$ cat config.mk
export PLATFORM = sky130hd
export DESIGN_NAME = irrigation_interval_scheduler_flat
export DESIGN_NICKNAME = d
export VERILOG_FILES = /design/src/rtl/irrigation_interval_scheduler_if.sv /design/src/rtl/irrigation_interval_scheduler.sv /design/src/flat_wrapper.sv
export SDC_FILE = /design/constraint.sdc
export NUM_CORES = 1
export LEC_CHECK = 0
export CAP_MARGIN = 30
export CELL_PAD_IN_SITES_DETAIL_PLACEMENT = 1
export CELL_PAD_IN_SITES_GLOBAL_PLACEMENT = 1
export CORE_MARGIN = 5
export CORE_UTILIZATION = 35
export DETAILED_ROUTE_END_ITERATION = 8
export MAX_ROUTING_LAYER = met4
export PLACE_DENSITY_LB_ADDON = 0.08
export SLEW_MARGIN = 10
export SYNTH_ARGS = -nofsm -noshare
export SYNTH_HDL_FRONTEND = slang
export SYNTH_SLANG_ARGS = --single-unit
export TNS_END_PERCENT = 1
$ cat constraint.sdc
create_clock -name clock -period 6.6 [get_ports clock]
set_clock_uncertainty 0.15 [all_clocks]
set_input_delay 1.32 -clock clock [delete_from_list [all_inputs] [get_ports clock]]
set_output_delay 1.32 -clock clock [all_outputs]
set_load 0.1 [all_outputs]
$ cat src/rtl/irrigation_interval_scheduler_if.sv
// Purpose : requester/actuator-side bundle of the irrigation interval scheduler.
// Latency : none (wires only).
// Backpressure: none; req is a level request, grant/done/busy/tick are status outputs.
// Ports   : req/dur driven by the zone controllers (master),
//           grant/done/busy/tick driven by the scheduler (slave).
interface irrigation_interval_scheduler_if #(
    parameter int N_REQ = 3,
    parameter int DUR_W = 8
);
    logic [N_REQ-1:0]       req;
    logic [N_REQ*DUR_W-1:0] dur;
    logic [N_REQ-1:0]       grant;
    logic [N_REQ-1:0]       done;
    logic                   busy;
    logic                   tick;

    modport master (
        output req,
        output dur,
        input  grant,
        input  done,
        input  busy,
        input  tick
    );

    modport slave (
        input  req,
        input  dur,
        output grant,
        output done,
        output busy,
        output tick
    );
endinterface

$ cat src/rtl/irrigation_interval_scheduler.sv
// Purpose : round-robin time-sharing of one prescaled interval timer among N_REQ requesters.
// Latency : grant 1 cycle after req sampled; done 1 cycle after grant falls (2 after req for zero duration).
// Backpressure: level req; dropping req[owner] aborts the interval on the next edge without a done pulse.
// Ports   : clock, reset (sync, active-high); bus.slave carries req/dur in and grant/done/busy/tick out.
module irrigation_interval_scheduler #(
    parameter int N_REQ    = 3,
    parameter int PRESCALE = 50000000,
    parameter int DUR_W    = 8
) (
    input  logic                           clock,
    input  logic                           reset,
    irrigation_interval_scheduler_if.slave bus
);
    localparam int IDX_W = (N_REQ > 1) ? $clog2(N_REQ) : 1;
    localparam int PC_W  = $clog2(PRESCALE);
    localparam logic [PC_W-1:0]  PC_MAX  = PC_W'(PRESCALE - 1);
    localparam logic [IDX_W-1:0] IDX_TOP = IDX_W'(N_REQ - 1);

    typedef enum logic [1:0] {
        IDLE = 2'd0,
        RUN  = 2'd1,
        DONE = 2'd2
    } state_t;

    state_t            state, state_nxt;
    logic [N_REQ-1:0]  grant_q, grant_nxt;
    logic [N_REQ-1:0]  done_q, done_nxt;
    logic              busy_q, busy_nxt;
    logic [PC_W-1:0]   pre_cnt, pre_nxt;
    logic [DUR_W-1:0]  remaining, rem_nxt;
    logic [IDX_W-1:0]  last, last_nxt;
    logic [IDX_W-1:0]  winner, win_nxt;

    logic [DUR_W-1:0]  dur_arr [N_REQ];
    logic [IDX_W-1:0]  pick;
    logic [IDX_W-1:0]  cand;
    logic              found;
    logic              tick;

    function automatic logic [N_REQ-1:0] onehot(input logic [IDX_W-1:0] idx);
        logic [N_REQ-1:0] v;
        v      = '0;
        v[idx] = 1'b1;
        return v;
    endfunction

    always_comb begin
        for (int i = 0; i < N_REQ; i++) begin
            dur_arr[i] = bus.dur[i*DUR_W +: DUR_W];
        end
    end

    // Round-robin search starting just after the previous owner.
    always_comb begin
        found = 1'b0;
        pick  = '0;
        cand  = '0;
        for (int k = 1; k <= N_REQ; k++) begin
            cand = IDX_W'((int'(last) + k) % N_REQ);
            if (!found && bus.req[cand]) begin
                found = 1'b1;
                pick  = cand;
            end
        end
    end

    assign tick = (state == RUN) && (pre_cnt == PC_MAX);

    always_comb begin
        state_nxt = state;
        grant_nxt = grant_q;
        done_nxt  = '0;
        pre_nxt   = pre_cnt;
        rem_nxt   = remaining;
        last_nxt  = last;
        win_nxt   = winner;
        case (state)
            IDLE: begin
                pre_nxt   = '0;
                grant_nxt = '0;
                if (found) begin
                    win_nxt = pick;
                    rem_nxt = dur_arr[pick];
                    if (dur_arr[pick] != '0) begin
                        state_nxt = RUN;
                        grant_nxt = onehot(pick);
                    end else begin
                        // Zero-length interval: skip RUN, still report completion.
                        state_nxt = DONE;
                    end
                end
            end
            RUN: begin
                if (!bus.req[winner]) begin
                    // Abort outranks a coincident final tick.
                    state_nxt = IDLE;
                    grant_nxt = '0;
                    last_nxt  = winner;
                    pre_nxt   = '0;
                end else begin
                    pre_nxt = (pre_cnt == PC_MAX) ? '0 : pre_cnt + 1'b1;
                    if (tick) begin
                        if (remaining == DUR_W'(1)) begin
                            state_nxt = DONE;
                            grant_nxt = '0;
                        end else begin
                            rem_nxt = remaining - 1'b1;
                        end
                    end
                end
            end
            DONE: begin
                done_nxt  = onehot(winner);
                last_nxt  = winner;
                state_nxt = IDLE;
            end
            default: begin
                state_nxt = IDLE;
                grant_nxt = '0;
            end
        endcase
        busy_nxt = (state_nxt == RUN);
    end

    always_ff @(posedge clock) begin
        if (reset) begin
            state     <= IDLE;
            grant_q   <= '0;
            done_q    <= '0;
            busy_q    <= 1'b0;
            pre_cnt   <= '0;
            remaining <= '0;
            last      <= IDX_TOP;
            winner    <= '0;
        end else begin
            state     <= state_nxt;
            grant_q   <= grant_nxt;
            done_q    <= done_nxt;
            busy_q    <= busy_nxt;
            pre_cnt   <= pre_nxt;
            remaining <= rem_nxt;
            last      <= last_nxt;
            winner    <= win_nxt;
        end
    end

    assign bus.grant = grant_q;
    assign bus.done  = done_q;
    assign bus.busy  = busy_q;
    assign bus.tick  = tick;
endmodule

$ cat src/flat_wrapper.sv
// flat-port wrapper written by rule: the top's interface ports become plain ports
module irrigation_interval_scheduler_flat 
#(
    parameter int N_REQ    = 3,
    parameter int PRESCALE = 50000000,
    parameter int DUR_W    = 8
)
  (clock, reset, bus_req, bus_dur, bus_grant, bus_done, bus_busy, bus_tick);
  irrigation_interval_scheduler_if #(.N_REQ(N_REQ), .DUR_W(DUR_W)) bus_i ();
  input  logic clock;
  input  logic reset;
  input wire logic [$bits(bus_i.req)-1:0] bus_req;
  input wire logic [$bits(bus_i.dur)-1:0] bus_dur;
  output wire logic [$bits(bus_i.grant)-1:0] bus_grant;
  output wire logic [$bits(bus_i.done)-1:0] bus_done;
  output wire logic [$bits(bus_i.busy)-1:0] bus_busy;
  output wire logic [$bits(bus_i.tick)-1:0] bus_tick;
  assign bus_i.req = bus_req;
  assign bus_i.dur = bus_dur;
  assign bus_grant = bus_i.grant;
  assign bus_done = bus_i.done;
  assign bus_busy = bus_i.busy;
  assign bus_tick = bus_i.tick;
  irrigation_interval_scheduler #(.N_REQ(N_REQ), .PRESCALE(PRESCALE), .DUR_W(DUR_W)) u_core (.clock(clock), .reset(reset), .bus(bus_i));
endmodule
==> results.json, run 1 <==
{
  "hold_slack_ps": 321,
  "die_area_um2": 9930,
  "worstSetupStartpoint": "u_core.pre_cnt[21]$_SDFFE_PP0P_",
  "grt_antenna_before_repair": 0,
  "seqPwrFrac_pct": 33.7,
  "drive_above_1_share_pct": 7.01,
  "crit_path_start_kind": "flop",
  "synthesis.area_um2": 2810,
  "gp_congestion": 0.757,
  "synth_top_family_by_area": "simple AND/OR/NAND/NOR gates",
  "grt_pass1_wl_um": 13700,
  "synthFlopType": "dfxtp_1",
  "die_w_um": 99.7,
  "setup_viol": 0,
  "cp.required_ps": 5130,
  "avgViaCountPerCell": 5.51,
  "p_int_mw": 0.598,
  "fmax_ghz": 0.207,
  "cellPowerDensity_nw_per_um2": 322,
  "io_pins": 37,
  "synth_largest_area_cell": "dfxtp_1",
  "synthCells": 354,
  "p_sw_mw": 0.478,
  "pwr-share-comb_pct": 50.9,
  "clockRootBuffer": "clkbuf_8",
  "first_pass_iters": 4,
  "synth.area.top_cells": "dfxtp_1, nor2_1, nand2_1",
  "wl_per_cell_um": 16.3,
  "clock_path_buffers": 2,
  "slowest_delay_ps": 1160,
  "cts_hold_buf": 0,
  "yosysUniqueCellTypes": 57,
  "drc_errors": 0,
  "cp.arrival_ps": 3350,
  "synth_fa_ha_area_share_pct": 3.11,
  "dp_hpwl_um": 6000,
  "ys_seq_area_share_pct": 33.4,
  "tightest_slew_ps": 991,
  "min_period_ps": 4820,
  "rsz0062_at_grt": "no",
  "path_cells": "nand4_2, or4_1, or4_1, nor2_1, clkdlybuf4s50_1",
  "rows": 32,
  "post-route-util_pct": 43.0,
  "regToRegSetupSlack_ps": 3030,
  "core_um2": 7770,
  "hold_violations": 0,
  "chipHeight_um": 99.7,
  "synth_compound_area_share_pct": 24.7,
  "netlist.area_leader.share_pct": 33.4,
  "portBuffers": 36,
  "design_area_um2": 3340,
  "synth_common_cells": "dfxtp_1, nor2_1, nand2_1",
  "synth_area_per_cell_um2": 7.95,
  "synth.most_common_cell": "dfxtp_1",
  "cp_slowest_cell": "clkdlybuf4s50_1",
  "crit_path_end_kind": "primary output",
  "area_growth_pct": 18.7,
  "start_util_pct": 36.2,
  "async_reset_ff_share_pct": 0,
  "synth_edf_count": 0,
  "num-fill-cells": 955,
  "cts_resized": 0,
  "status": "complete, no violations",
  "cp_max_fo": 6,
  "syn_nets": 390,
  "max_cap_violations": 0,
  "drt_iter0_markers": 127,
  "muxShareOfSynthArea_pct": 2.13,
  "gr-total-overflow": 0,
  "clock-sinks": 47,
  "grt_usage_pct": 17.1,
  "p_sw_share_pct": 44.4,
  "clkTransAtPathRegs_ps": 80,
  "yosys.area_share.simple_pct": 29.1,
  "first_global_vias": 2751,
  "synth_xor_area_share_pct": 3.42,
  "postRouteAntennaNets": 0,
  "holdCritPathClass": "reg2reg",
  "post-cts-setup-buffers": 0,
  "vias": 2681,
  "cts_made_buffers": 5,
  "drv_slew": 0,
  "postPlaceCellArea_um2": 3260,
  "critPathKind": "reg2out",
  "yosysWarnings": 0,
  "cellLeakagePower_nw": 1.16,
  "hold_start": "u_core.bus.grant[2]$_SDFFE_PP0P_",
  "setup_tns_ps": 0,
  "routed_wl_um": 7920,
  "ir_worst_vdd_v": 0.000161,
  "finalPower_mw": 1.08,
  "cts_max_level": 2,
  "maxSlewHeadroom_pct": 33.7,
  "synth-seq-cells": 47,
  "grt_max_degree": 35,
  "clock_latency_ps": 300,
  "timing.final.crit_share_pct": 73.1,
  "power.share.clock_pct": 15.4,
  "nNetsFinal": 422,
  "cpMostUsedCell": "or4_1",
  "cts_tree": "done",
  "antenna_cells": 0,
  "r2r-start": "u_core.last[0]$_SDFFE_PP0P_"
}
[metrics by stage]
step                      cells  setup slack, ps
after floorplan             354             2270
after global placement      479             2150
after detailed placement    480             2000
after CTS                   486             1760
after global routing        487             1590
final                       487             1780
[logic make-up after synthesis]
group | after synthesis
AO/OA/AOI/OAI | 98
XOR/XNOR | 11
adder cells (fa/ha/maj) | 7
buffers and inverters | 27
flip-flops | 47
multiplexers | 6
AND/OR/NAND/NOR | 158
[cell type report]
type / instances / area (um^2) / share of cell area (%)
well taps: 102 / 128 / 3.82
inverters: 11 / 41.3 / 1.24
multi-input cells: 280 / 1760 / 52.7
flip-flops and latches: 47 / 941 / 28.2
clock buffers: 6 / 72.6 / 2.17
repair buffers: 41 / 398 / 11.9
[state kept, by name (all words and copies together), names as in the netlist]
name,flops
u_core.bus.done,3
u_core.state,2
u_core.remaining,8
u_core.bus.busy,1
u_core.pre_cnt,26
u_core.bus.grant,3
u_core.winner,2
u_core.last,2
[worst paths after layout]
path	depth (start not counted)	to
worst min-delay path	2	u_core.bus.grant[2]$_SDFFE_PP0P_
worst max register to register	10	u_core.bus.grant[0]$_SDFFE_PP0P_
worst max-delay path	5	bus_tick
worst min register to register	2	u_core.bus.grant[2]$_SDFFE_PP0P_
[power by group through the flow]
stage / Clock [mW] / Combinational (mW) / Sequential, mW
3_3_place_gp: 0 / 0.537 / 0.369
3_5_place_dp: 0 / 0.548 / 0.369
2_1_floorplan: 0 / 0.371 / 0.411
4_1_cts: 0.172 / 0.551 / 0.363
6_report: 0.165 / 0.548 / 0.363
5_1_grt: 0.185 / 0.605 / 0.369
[cell usage in the layout (no fill, tap or decap), drive strengths merged, types with 2 or more instances in the layout]
cell,netlist,routed
ha,7,7
nand3b,5,5
nand2b,10,10
nor2b,5,5
a21oi,23,23
buf,5,5
a22oi,4,4
o22ai,2,2
o21ai,26,26
a211oi,5,5
nand4,4,4
nor4,2,2
nand2,34,34
or3,5,5
and3,8,8
mux2i,6,6
o211ai,5,5
nor2,45,45
nor4b,2,2
o32ai,4,4
o41ai,2,2
dfxtp,47,47
or4,5,5
nand3,13,13
clkbuf,11,6
and2,4,4
or2,3,3
and4,4,4
o21a,2,2
nor3,7,7
a21o,2,2
a221oi,3,3
xor2,7,7
xnor2,4,4
inv,11,11
o31a,2,2
o2111a,3,3
o2111ai,5,5
clkdlybuf4s50,0,36
a311oi,4,4
[layer usage]
metal	track usage, %	routed length [um]	vias up
met5	-	0	-
met1	23.1	3920	1308
met3	2.59	151	5
met2	27.1	3790	16
li1	-	-	1352
met4	3.57	65	0
[worst max-delay path: cells and delay by family (launching register included)]
kind / cells / cell delay (ps)
buffers and inverters: 1 / 1160
flip-flops: 1 / 440
AND/OR/NAND/NOR: 4 / 1460
Note: power is estimated with default switching activity, not from simulation.
==> run 2, diff against run 1 <==
==> constraint.sdc (replaced) <==
create_clock -name clock -period 4 [get_ports clock]
set_clock_uncertainty 0.15 [all_clocks]
set_input_delay 0.8 -clock clock [delete_from_list [all_inputs] [get_ports clock]]
set_output_delay 0.8 -clock clock [all_outputs]
set_load 0.1 [all_outputs]
==> run 2 against run 1 <==
Register-to-register slack got worse by 2400 ps. Core utilization grew 1.1 points. Wire length increased by 3.6%. Flip-flop and latch count unchanged. Hold slack gained 19 ps. Critical path type is now in2reg.
==> results.json, run 2 (synthesis gave the netlist of run 1 again) <==
{
  "dp_hpwl_um": 6360,
  "rr_endpoint": "u_core.bus.grant[1]$_SDFFE_PP0P_",
  "r2r-start": "u_core.last[0]$_SDFFE_PP0P_",
  "status": "complete, no violations",
  "first_pass_iters": 5,
  "crit_path_end_kind": "flop",
  "placed_cells": 489,
  "avgViaCountPerCell": 5.58,
  "cts_resized": 0,
  "clock-sinks": 47,
  "finalPower_mw": 1.88,
  "cp.required_ps": 4020,
  "cellLeakagePower_nw": 1.22,
  "clock_path_buffers": 2,
  "cts_tree": "done",
  "core_um2": 7770,
  "setup_viol": 0,
  "wl_met2_um": 4010,
  "rows": 32,
  "layout_common_cells": "dfxtp_1, nor2_1, clkdlybuf4s50_1",
  "routed_wl_um": 8210,
  "drive_above_1_share_pct": 9.87,
  "vias": 2775,
  "chipHeight_um": 99.7,
  "regToRegSetupSlack_ps": 640,
  "hold_start": "u_core.bus.grant[2]$_SDFFE_PP0P_",
  "hold_violations": 0,
  "setup_tns_ps": 0,
  "min_period_ps": 3530,
  "rsz0062_at_grt": "no",
  "route.top_layer_used": "met4",
  "cts_max_level": 2,
  "design_area_um2": 3430,
  "tightest_slew_ps": 971,
  "drc_errors": 0,
  "cts_hold_buf": 0,
  "post-route-util_pct": 44.1,
  "layout_commonest_cell": "dfxtp_1",
  "place_ws_ps": 196,
  "cellPowerDensity_nw_per_um2": 547,
  "post-cts-setup-buffers": 0,
  "hold_path_end": "u_core.bus.grant[2]$_SDFFE_PP0P_",
  "min_path_cells": 2,
  "regMostFlops": "u_core.pre_cnt",
  "max_cap_violations": 0,
  "fin_ws_ps": 469,
  "maxSlewHeadroom_pct": 35.1,
  "grt_max_degree": 35,
  "wl_met1_um": 4010,
  "stdcell_count": 497,
  "drv_slew": 0,
  "ir_worst_vdd_v": 0.000281,
  "grt_usage_pct": 17.5,
  "largest_registers": "u_core.pre_cnt (26), u_core.remaining (8)",
  "first_global_vias": 2872,
  "die_w_um": 99.7,
  "start_util_pct": 36.2,
  "timing.final.crit_share_pct": 88.3,
  "postPlaceCellArea_um2": 3320,
  "largest_register_ffs": 26,
  "wl_per_cell_um": 16.5,
  "nNetsFinal": 430,
  "drt_iter0_markers": 86,
  "fmax_ghz": 0.283,
  "worstRegToRegCells": 10,
  "hold_slack_ps": 340,
  "gr-total-overflow": 0,
  "clock_latency_ps": 300,
  "antenna_cells": 0,
  "cp_max_fo": 8,
  "area_growth_pct": 21.8,
  "die_area_um2": 9930,
  "holdCritPathClass": "reg2reg",
  "gp_congestion": 0.835,
  "clockRootBuffer": "clkbuf_8",
  "clkTransAtPathRegs_ps": 90,
  "grt_antenna_before_repair": 0,
  "cts_made_buffers": 5,
  "postRouteAntennaNets": 0,
  "critPathKind": "in2reg",
  "crit_path_start_kind": "input pin",
  "worstSetupStartpoint": "bus_req[2]",
  "grt_pass1_wl_um": 13900,
  "portBuffers": 36,
  "cp.arrival_ps": 3550,
  "io_pins": 37,
  "route.met3.wl_um": 150
}
## run 2: how the worst max path moves through the flow
stage                     slack, ps                               end  depth (start not counted)
after CTS                       510  u_core.bus.grant[1]$_SDFFE_PP0P_                          9
after floorplan                 190                          bus_tick                          5
after global placement          340  u_core.bus.grant[2]$_SDFFE_PP0P_                          9
after detailed placement        200  u_core.bus.grant[1]$_SDFFE_PP0P_                          9
final                           470  u_core.bus.grant[1]$_SDFFE_PP0P_                          9
after global routing            160  u_core.bus.grant[1]$_SDFFE_PP0P_                          9
## run 2: metal layers
metal,vias up,GRT usage (%)
met5,-,-
li1,1375,-
met1,1374,23.0
met2,22,28.6
met4,0,3.36
met3,4,2.52
## run 2: layout make-up
| cell class | instances | area (um^2) |
|---|---|---|
| fill | 963 | 4340 |
| tap | 102 | 128 |
| multi-input combinational | 280 | 1760 |
| timing repair buffer | 49 | 455 |
| sequential | 47 | 941 |
| inverter | 11 | 41.3 |
| clock buffer | 7 | 96.3 |
| clock inverter | 1 | 7.51 |
## run 2: report_power, final
| group | internal (mW) | total, mW | switching, mW | leakage, nW |
|---|---|---|---|---|
| Sequential | 0.535 | 0.598 | 0.0633 | 0.382 |
| Clock | 0.158 | 0.321 | 0.164 | 0.0505 |
| Combinational | 0.372 | 0.956 | 0.585 | 0.784 |
## run 2: critical path, stage by stage
cell	delay (ps)
clkdlybuf4s50_1	510
nand3b_1	160
o21ai_0	190
a21oi_1	570
o21ai_0	310
a221oi_1	430
o2111ai_1	220
nor2_2	240
o32ai_1	120
==> run 3, diff against run 2 <==
--- a/config.mk
+++ b/config.mk
@@ -6,10 +6,10 @@
 export NUM_CORES = 1
 export LEC_CHECK = 0
 export CAP_MARGIN = 30
-export CELL_PAD_IN_SITES_DETAIL_PLACEMENT = 1
-export CELL_PAD_IN_SITES_GLOBAL_PLACEMENT = 1
-export CORE_MARGIN = 5
-export CORE_UTILIZATION = 35
+export CELL_PAD_IN_SITES_DETAIL_PLACEMENT = 0
+export CELL_PAD_IN_SITES_GLOBAL_PLACEMENT = 2
+export CORE_MARGIN = 8
+export CORE_UTILIZATION = 29
 export DETAILED_ROUTE_END_ITERATION = 8
 export MAX_ROUTING_LAYER = met4
 export PLACE_DENSITY_LB_ADDON = 0.08
==> run 3 against run 2 <==
Sequential share of layout area down 0.43 points. Power is 1.4% higher. Die area up 32%. Global-route usage fell by 4.5 points. Wire length fell by 3.2%. Non-clock buffer count is 1 higher. Count of clock-buffer cells in the layout is 2 lower. Cell area increased by 1.6%. Sequential power grew 0.7%. Fmax decreased by 1.2%.
==> results.json, run 3 (synthesis gave the netlist of run 1 again) <==
{
  "critPathKind": "in2reg",
  "ir_worst_vdd_v": 0.000225,
  "cts_made_buffers": 5,
  "setup_tns_ps": 0,
  "cp_max_fo": 6,
  "slowest_delay_ps": 610,
  "path_cells": "clkdlybuf4s50_1, nand3b_1, o21ai_0, buf_4, a21o_1, a21boi_0, o211ai_1, or4_1, nor2_2, o32ai_1",
  "cp.arrival_ps": 3590,
  "postPlaceCellArea_um2": 3370,
  "largest_register_ffs": 26,
  "hold_slack_ps": 334,
  "drc_errors": 0,
  "layout_common_cells": "dfxtp_1, nor2_1, clkdlybuf4s50_1",
  "hold_violations": 0,
  "design_area_um2": 3480,
  "maxSlewHeadroom_pct": 34.6,
  "portBuffers": 36,
  "postRouteAntennaNets": 0,
  "clock_latency_ps": 300,
  "start_util_pct": 29.3,
  "timing.final.crit_share_pct": 89.4,
  "post-cts-setup-buffers": 0,
  "first_pass_iters": 4,
  "core_um2": 9590,
  "clock_path_buffers": 2,
  "gp_congestion": 0.808,
  "chipHeight_um": 115,
  "nNetsFinal": 431,
  "setup_viol": 0,
  "avgViaCountPerCell": 5.05,
  "area_growth_pct": 23.8,
  "routed_wl_um": 7950,
  "dp_hpwl_um": 6120,
  "vias": 2673,
  "cts_resized": 0,
  "tightest_slew_ps": 978,
  "cts_hold_buf": 0,
  "cts_max_level": 2,
  "die_w_um": 115,
  "grt_antenna_before_repair": 0,
  "drv_slew": 0,
  "fmax_ghz": 0.280,
  "fin_ws_ps": 425,
  "max_cap_violations": 0,
  "regMostFlops": "u_core.pre_cnt",
  "clockRootBuffer": "clkbuf_8",
  "cellLeakagePower_nw": 1.23,
  "crit_path_end_kind": "flop",
  "cellPowerDensity_nw_per_um2": 546,
  "rsz0062_at_grt": "no",
  "clock-sinks": 47,
  "first_global_vias": 2640,
  "antenna_cells": 0,
  "grt_max_degree": 34,
  "num-fill-cells": 1061,
  "drive_above_1_share_pct": 10.1,
  "io_pins": 37,
  "min_period_ps": 3580,
  "status": "complete, no violations",
  "rows": 36,
  "die_area_um2": 13100,
  "drt_iter0_markers": 140,
  "wl_per_cell_um": 15.0,
  "cts_tree": "done",
  "layout_commonest_cell": "dfxtp_1",
  "cp.required_ps": 4010,
  "grt_usage_pct": 12.9,
  "clkTransAtPathRegs_ps": 80,
  "gr-total-overflow": 0,
  "place_ws_ps": 89.8,
  "crit_path_start_kind": "input pin",
  "post-route-util_pct": 36.3,
  "holdCritPathClass": "reg2reg",
  "largest_registers": "u_core.pre_cnt (26), u_core.remaining (8)",
  "grt_pass1_wl_um": 13300,
  "cp_slowest_cell": "or4_1"
}
## run 3: changes by cell type in the layout (fill, tap and decap cells not counted), sizes merged
cell / change
clkinv: +2
clkinvlp: -1
bufinv: +1
clkbuf: -2
buf: +1
## run 3: final cells by class
class,count,area (um^2),share of cell area (%)
timing repair buffer,50,463,13.3
inverter,11,41.3,1.19
sequential,47,941,27.0
tap,133,166,4.78
multi-input combinational,280,1760,50.5
clock inverter,3,43.8,1.26
clock buffer,5,68.8,1.98
## run 3: per-layer routing
metal	vias up	global-route usage, %	share of wire (%)
li1	1383	-	-
met1	1235	15.6	47
met2	48	21.6	49
met3	7	2.32	2.9
met4	0	3.46	1.1
met5	-	-	0
## run 3: final timing paths
check	startpoint	end	slack, ps	cells past startpoint
max	bus_req[2]	u_core.bus.grant[1]$_SDFFE_PP0P_	420	10
min	u_core.bus.grant[2]$_SDFFE_PP0P_	u_core.bus.grant[2]$_SDFFE_PP0P_	330	2
max reg2reg	u_core.last[0]$_SDFFE_PP0P_	u_core.bus.grant[1]$_SDFFE_PP0P_	600	11
min reg2reg	u_core.bus.grant[2]$_SDFFE_PP0P_	u_core.bus.grant[2]$_SDFFE_PP0P_	330	2
## run 3: critical path, delay by kind of cell
family	cells	cell delay (ps)
buffers and inverters	2	680
AOI/OAI and AO/OA	5	1100
and+or+nand+nor	3	1010
## run 3: through the flow
| step | power (mW) | std cells |
|---|---|---|
| after CTS | 1.93 | 529 |
| after global placement | 1.57 | 520 |
| after detailed placement | 1.56 | 521 |
| after global routing | 2.05 | 529 |
| after floorplan | 1.29 | 354 |
| final | 1.90 | 529 |
## run 3: power by group
group	total [mW]	switching (mW)	leakage (nW)	internal [mW]
Sequential	0.602	0.0670	0.382	0.535
Combinational	0.943	0.569	0.789	0.374
Clock	0.357	0.171	0.0581	0.186
==> RTL edit 1: new RTL, config.mk and constraints of run 3 <==
Reset style: asynchronous (`reset`), changed in one clocked block.
--- a/src/rtl/irrigation_interval_scheduler.sv
+++ b/src/rtl/irrigation_interval_scheduler.sv
@@ -122,7 +122,7 @@
         busy_nxt = (state_nxt == RUN);
     end
 
-    always_ff @(posedge clock) begin
+    always_ff @(posedge clock or posedge reset) begin
         if (reset) begin
             state     <= IDLE;
             grant_q   <= '0;
Behaviour: differs if reset is asserted again (counterexample within 4 cycles, from zero or initial values and one cycle with reset high); with reset held inactive, the same outputs for 10 cycles.
==> RTL edit 1 against run 3 <==
Sequential power rose by 9.6%; wire length down 1.6%; power grew 18%; via count is 7.1% lower; area after synthesis grew 5.1%; cell area is 2.8% higher; cell count is 6.0% lower; sequential share of layout area increased by 5.9 points; worst setup slack better by 0.30 ns; combinational power rose by 34%; sequential cell count is the same; non-clock buffer count decreased by 6; critical path type unchanged.
==> RTL edit 1: results (changes against run 3) <==
======================================================================================
Cell-internal power                                                          0.00121 W   +10%
Number of global-route vias before repair                                        2,589   -1.9%
Amount of wire on met2 after detailed routing                                  3800 um   -1.4%
Grt met1 use                                                                     15.9%   +0.32 points
Instance count of the mapped netlist                                               321   -9.3%
Total Nets Final                                                                   396   -8.1%
Wire length of the first global-routing pass                                 13,400 um   +0.83%
Adder and majority gate portion of the synthesized area                          2.96%   -0.15 points
Mux contribution to synthesized area                                             3.51%   +1.4 points
Arrival time of the worst setup path                                           3.29 ns   -0.30 ns
Run status                                                                finished, final reports clean
Fraction of final layout cells sized beyond drive strength 1                     9.97%   -0.13 points
Routed wl met3                                                                  231 um   +0.87%
Weighted congestion reported at the end of routability-driven placement          0.796   -1.5%
Depth of the most critical reg-to-reg path                                           9   -2
Starting DRT DRC Count                                                              75   -46%
Dominant cells by area after synthesis                                    sky130_fd_sc_hd__dfrtp_1, sky130_fd_sc_hd__nor2_1, sky130_fd_sc_hd__o21ai_0
Leakage power                                                                  1.40 nW   +14%
Fin cells                                                                          497   -6.0%
Delay of the slowest cell on the worst path                                    0.63 ns   +0.02 ns
GRT met2 Usage                                                                   20.9%   -0.69 points
Top flip-flop cell by instance count after synthesis                      sky130_fd_sc_hd__dfrtp_1
Slowest stage cell on the critical path                                   sky130_fd_sc_hd__clkdlybuf4s50_1
Post-DR wirelength/cell                                                        15.7 um   +4.7%
Maximum net fanout on the critical path                                             11   +5
Yosys cell types                                                                    68   +19%
# placed instances                                                                 488   -6.3%
Peak supply drop                                                                300 uV   +33%
Xor and xnor fraction of the mapped netlist area                                 5.92%   +2.5 points
Hold path cells                                                                      1   -1
Async set-reset flop share out of synthesis                                       100%   +100 points
Commonest cells in the netlist                                            sky130_fd_sc_hd__dfrtp_1, sky130_fd_sc_hd__nor2_1, sky130_fd_sc_hd__nand2_1
======================================================================================
## RTL edit 1: worst reg2reg max path: stages, from the launching register on
cell and delay [ns]:
sky130_fd_sc_hd__dfstp_2 0.56, sky130_fd_sc_hd__inv_1 0.07, sky130_fd_sc_hd__ha_1 0.29, sky130_fd_sc_hd__nand3b_1 0.28
sky130_fd_sc_hd__and3_1 0.23, sky130_fd_sc_hd__a22o_2 0.33, sky130_fd_sc_hd__a211oi_1 0.38, sky130_fd_sc_hd__o22ai_2 0.17
sky130_fd_sc_hd__nor4_4 0.38, sky130_fd_sc_hd__o22ai_1 0.15
## RTL edit 1: area by class of cell
type | instances | area, um2
Multi-Input combinational cell | 251 | 1670
Sequential cell | 47 | 1180
Inverter | 11 | 41.3
Fill cell | 1100 | 6510
Timing Repair Buffer | 44 | 428
Clock buffer | 8 | 100
Tap cell | 136 | 170
## RTL edit 1: power groups by stage
stage | combinational, W | sequential [W] | clock, W
floorplan | 0.000880 | 0.000743 | 0
global placement | 0.00128 | 0.000673 | 0
detailed placement | 0.00127 | 0.000668 | 0
CTS | 0.00128 | 0.000661 | 0.000331
global route | 0.00140 | 0.000677 | 0.000354
finish | 0.00126 | 0.000660 | 0.000318
## RTL edit 1: final timing paths
kind / startpoint / end / slack (ns)
max reg2reg: u_core.last[1] / u_core.bus.busy / 0.88
min: u_core.remaining[0] / u_core.remaining[0] / 0.38
max in group asynchronous: reset / u_core.pre_cnt[0] / 2.52
min reg2reg: u_core.remaining[0] / u_core.remaining[0] / 0.38
min in group asynchronous: reset / u_core.last[0] / 0.66
max: bus_req[0] / u_core.bus.busy / 0.72
==> RTL edit 2: new RTL, settings of run 3 <==
Made on the original files. `PRESCALE` is set to 50000000 in 2 places; all go to 100000000.
--- a/src/rtl/irrigation_interval_scheduler.sv
+++ b/src/rtl/irrigation_interval_scheduler.sv
@@ -4,7 +4,7 @@
 // Ports   : clock, reset (sync, active-high); bus.slave carries req/dur in and grant/done/busy/tick out.
 module irrigation_interval_scheduler #(
     parameter int N_REQ    = 3,
-    parameter int PRESCALE = 50000000,
+    parameter int PRESCALE = 100000000,
     parameter int DUR_W    = 8
 ) (
     input  logic                           clock,
--- a/src/flat_wrapper.sv
+++ b/src/flat_wrapper.sv
@@ -2,7 +2,7 @@
 module irrigation_interval_scheduler_flat 
 #(
     parameter int N_REQ    = 3,
-    parameter int PRESCALE = 50000000,
+    parameter int PRESCALE = 100000000,
     parameter int DUR_W    = 8
 )
   (clock, reset, bus_req, bus_dur, bus_grant, bus_done, bus_busy, bus_tick);
Function: no difference found for any inputs over 10 cycles, from zero or initial values and one cycle with reset high; that may be too few to reach the edited logic, so the function may still have changed.
==> RTL edit 2 against run 3 <==
Cell area is 2.1% lower; sequential cell count is 1 higher; critical path type unchanged; critical endpoint is now u_core.bus.busy; wire length decreased by 3.4%; power up 1.6%; worst setup slack gained 0.27 ns; largest cell class unchanged; sequential power is 6.8% higher; largest power group unchanged; area after synthesis up 0.67%.
==> RTL edit 2: results (changes against run 3) <==
======================================================================================
Compound-cell area share of the yosys netlist                                    16.4%   -8.3 points
Endpoint of the lowest-slack register-to-register path                    u_core.bus.busy
Weighted congestion reported at the end of routability-driven placement          0.759   -6.0%
Fmax achieved                                                                  302 MHz   +8.0%
Depth of the most critical reg-to-reg path                                           7   -4
Slowest stage cell on the critical path                                   sky130_fd_sc_hd__o22a_1
Post-synthesis sequential area ratio                                             33.9%   +0.49 points
Post-Synthesis Net Count                                                           377   -3.3%
# placed instances                                                                 502   -3.6%
Yosys cell types                                                                    64   +12%
Peak supply drop                                                                217 uV   -3.7%
Instance area at placement                                                 0.00332 mm2   -1.5%
Rel. slew slack                                                                  34.8%   +0.20 points
Layout non-clock buf frac                                                        11.6%   -1.7 points
Largest net degree at the start of global routing                                   27   -21%
Clock buf count                                                                      6   +1
Mux contribution to synthesized area                                             5.70%   +3.6 points
Registers with the most flip-flops                                        u_core.pre_cnt: 27 flops, u_core.remaining: 8 flops
Fillcell total                                                                   1,046   -1.4%
Commonest cells in the netlist                                            sky130_fd_sc_hd__nor2_1, sky130_fd_sc_hd__dfxtp_1, sky130_fd_sc_hd__nand2_1
Run status                                                                finished, final reports clean
Post-route cell area                                                       0.00341 mm2   -2.1%
Wire length of the first global-routing pass                                 12,800 um   -3.8%
Hold Path Origin                                                          u_core.bus.grant[0]
Dominant cells by area after synthesis                                    sky130_fd_sc_hd__dfxtp_1, sky130_fd_sc_hd__nor2_1, sky130_fd_sc_hd__xor2_1
Starting DRT DRC Count                                                             198   +41%
Adder and majority gate portion of the synthesized area                          3.09%   -0.021 points
Via/cell ratio                                                                    5.08   +0.47%
Worst slack after detailed placement                                          0.394 ns   +0.305 ns
Core footprint                                                             0.00964 mm2   +0.47%
Total track usage                                                                12.4%   -0.52 points
Detailed-route wire length                                                     7680 um   -3.4%
Fin cells                                                                          509   -3.8%
Fraction of final layout cells sized beyond drive strength 1                     7.71%   -2.4 points
Hold Path Sink                                                            u_core.bus.grant[0]
Setup slack, reg-to-reg                                                        1.01 ns   +0.41 ns
Routed wl met3                                                                  285 um   +24%
Amount of wire on met2 after detailed routing                                  3470 um   -10%
Grt met1 use                                                                     16.7%   +1.1 points
Leakage power                                                                  1.17 nW   -4.4%
Worst hold-check slack                                                        0.357 ns   +0.0221 ns
Total Nets Final                                                                   412   -4.4%
Multi-input combinational cell count                                               269   -3.9%
Total area of multi-input combinational cells                              0.00176 mm2   -0.21%
Xor and xnor fraction of the mapped netlist area                                 7.73%   +4.3 points
======================================================================================
[RTL edit 2: cell count changes in the layout (fill, tap and decap cells not counted), moves of 9 or more]
cell	before	now
sky130_fd_sc_hd__nand2_1	34	22
sky130_fd_sc_hd__nor2_1	44	58
sky130_fd_sc_hd__xor2_1	7	18
sky130_fd_sc_hd__a21oi_1	21	12
sky130_fd_sc_hd__mux2i_1	6	15
sky130_fd_sc_hd__o21ai_0	21	11
sky130_fd_sc_hd__buf_4	15	6
[RTL edit 2: report_power, final]
part           internal (W)  total, W  switching [W]
logic              0.000391  0.000988       0.000597
registers          0.000553  0.000643      0.0000903
clock network      0.000138  0.000302       0.000163
total               0.00108   0.00193       0.000851
[RTL edit 2: worst register-to-register path: cells and delay by family (launching register included)]
kind                       cells  cell delay, ns
and+or+nand+nor                1            0.08
AOI/OAI and AO/OA              4            1.75
buffers and inverters          1            0.09
DFF                            1            0.37
adders and majority gates      1            0.46
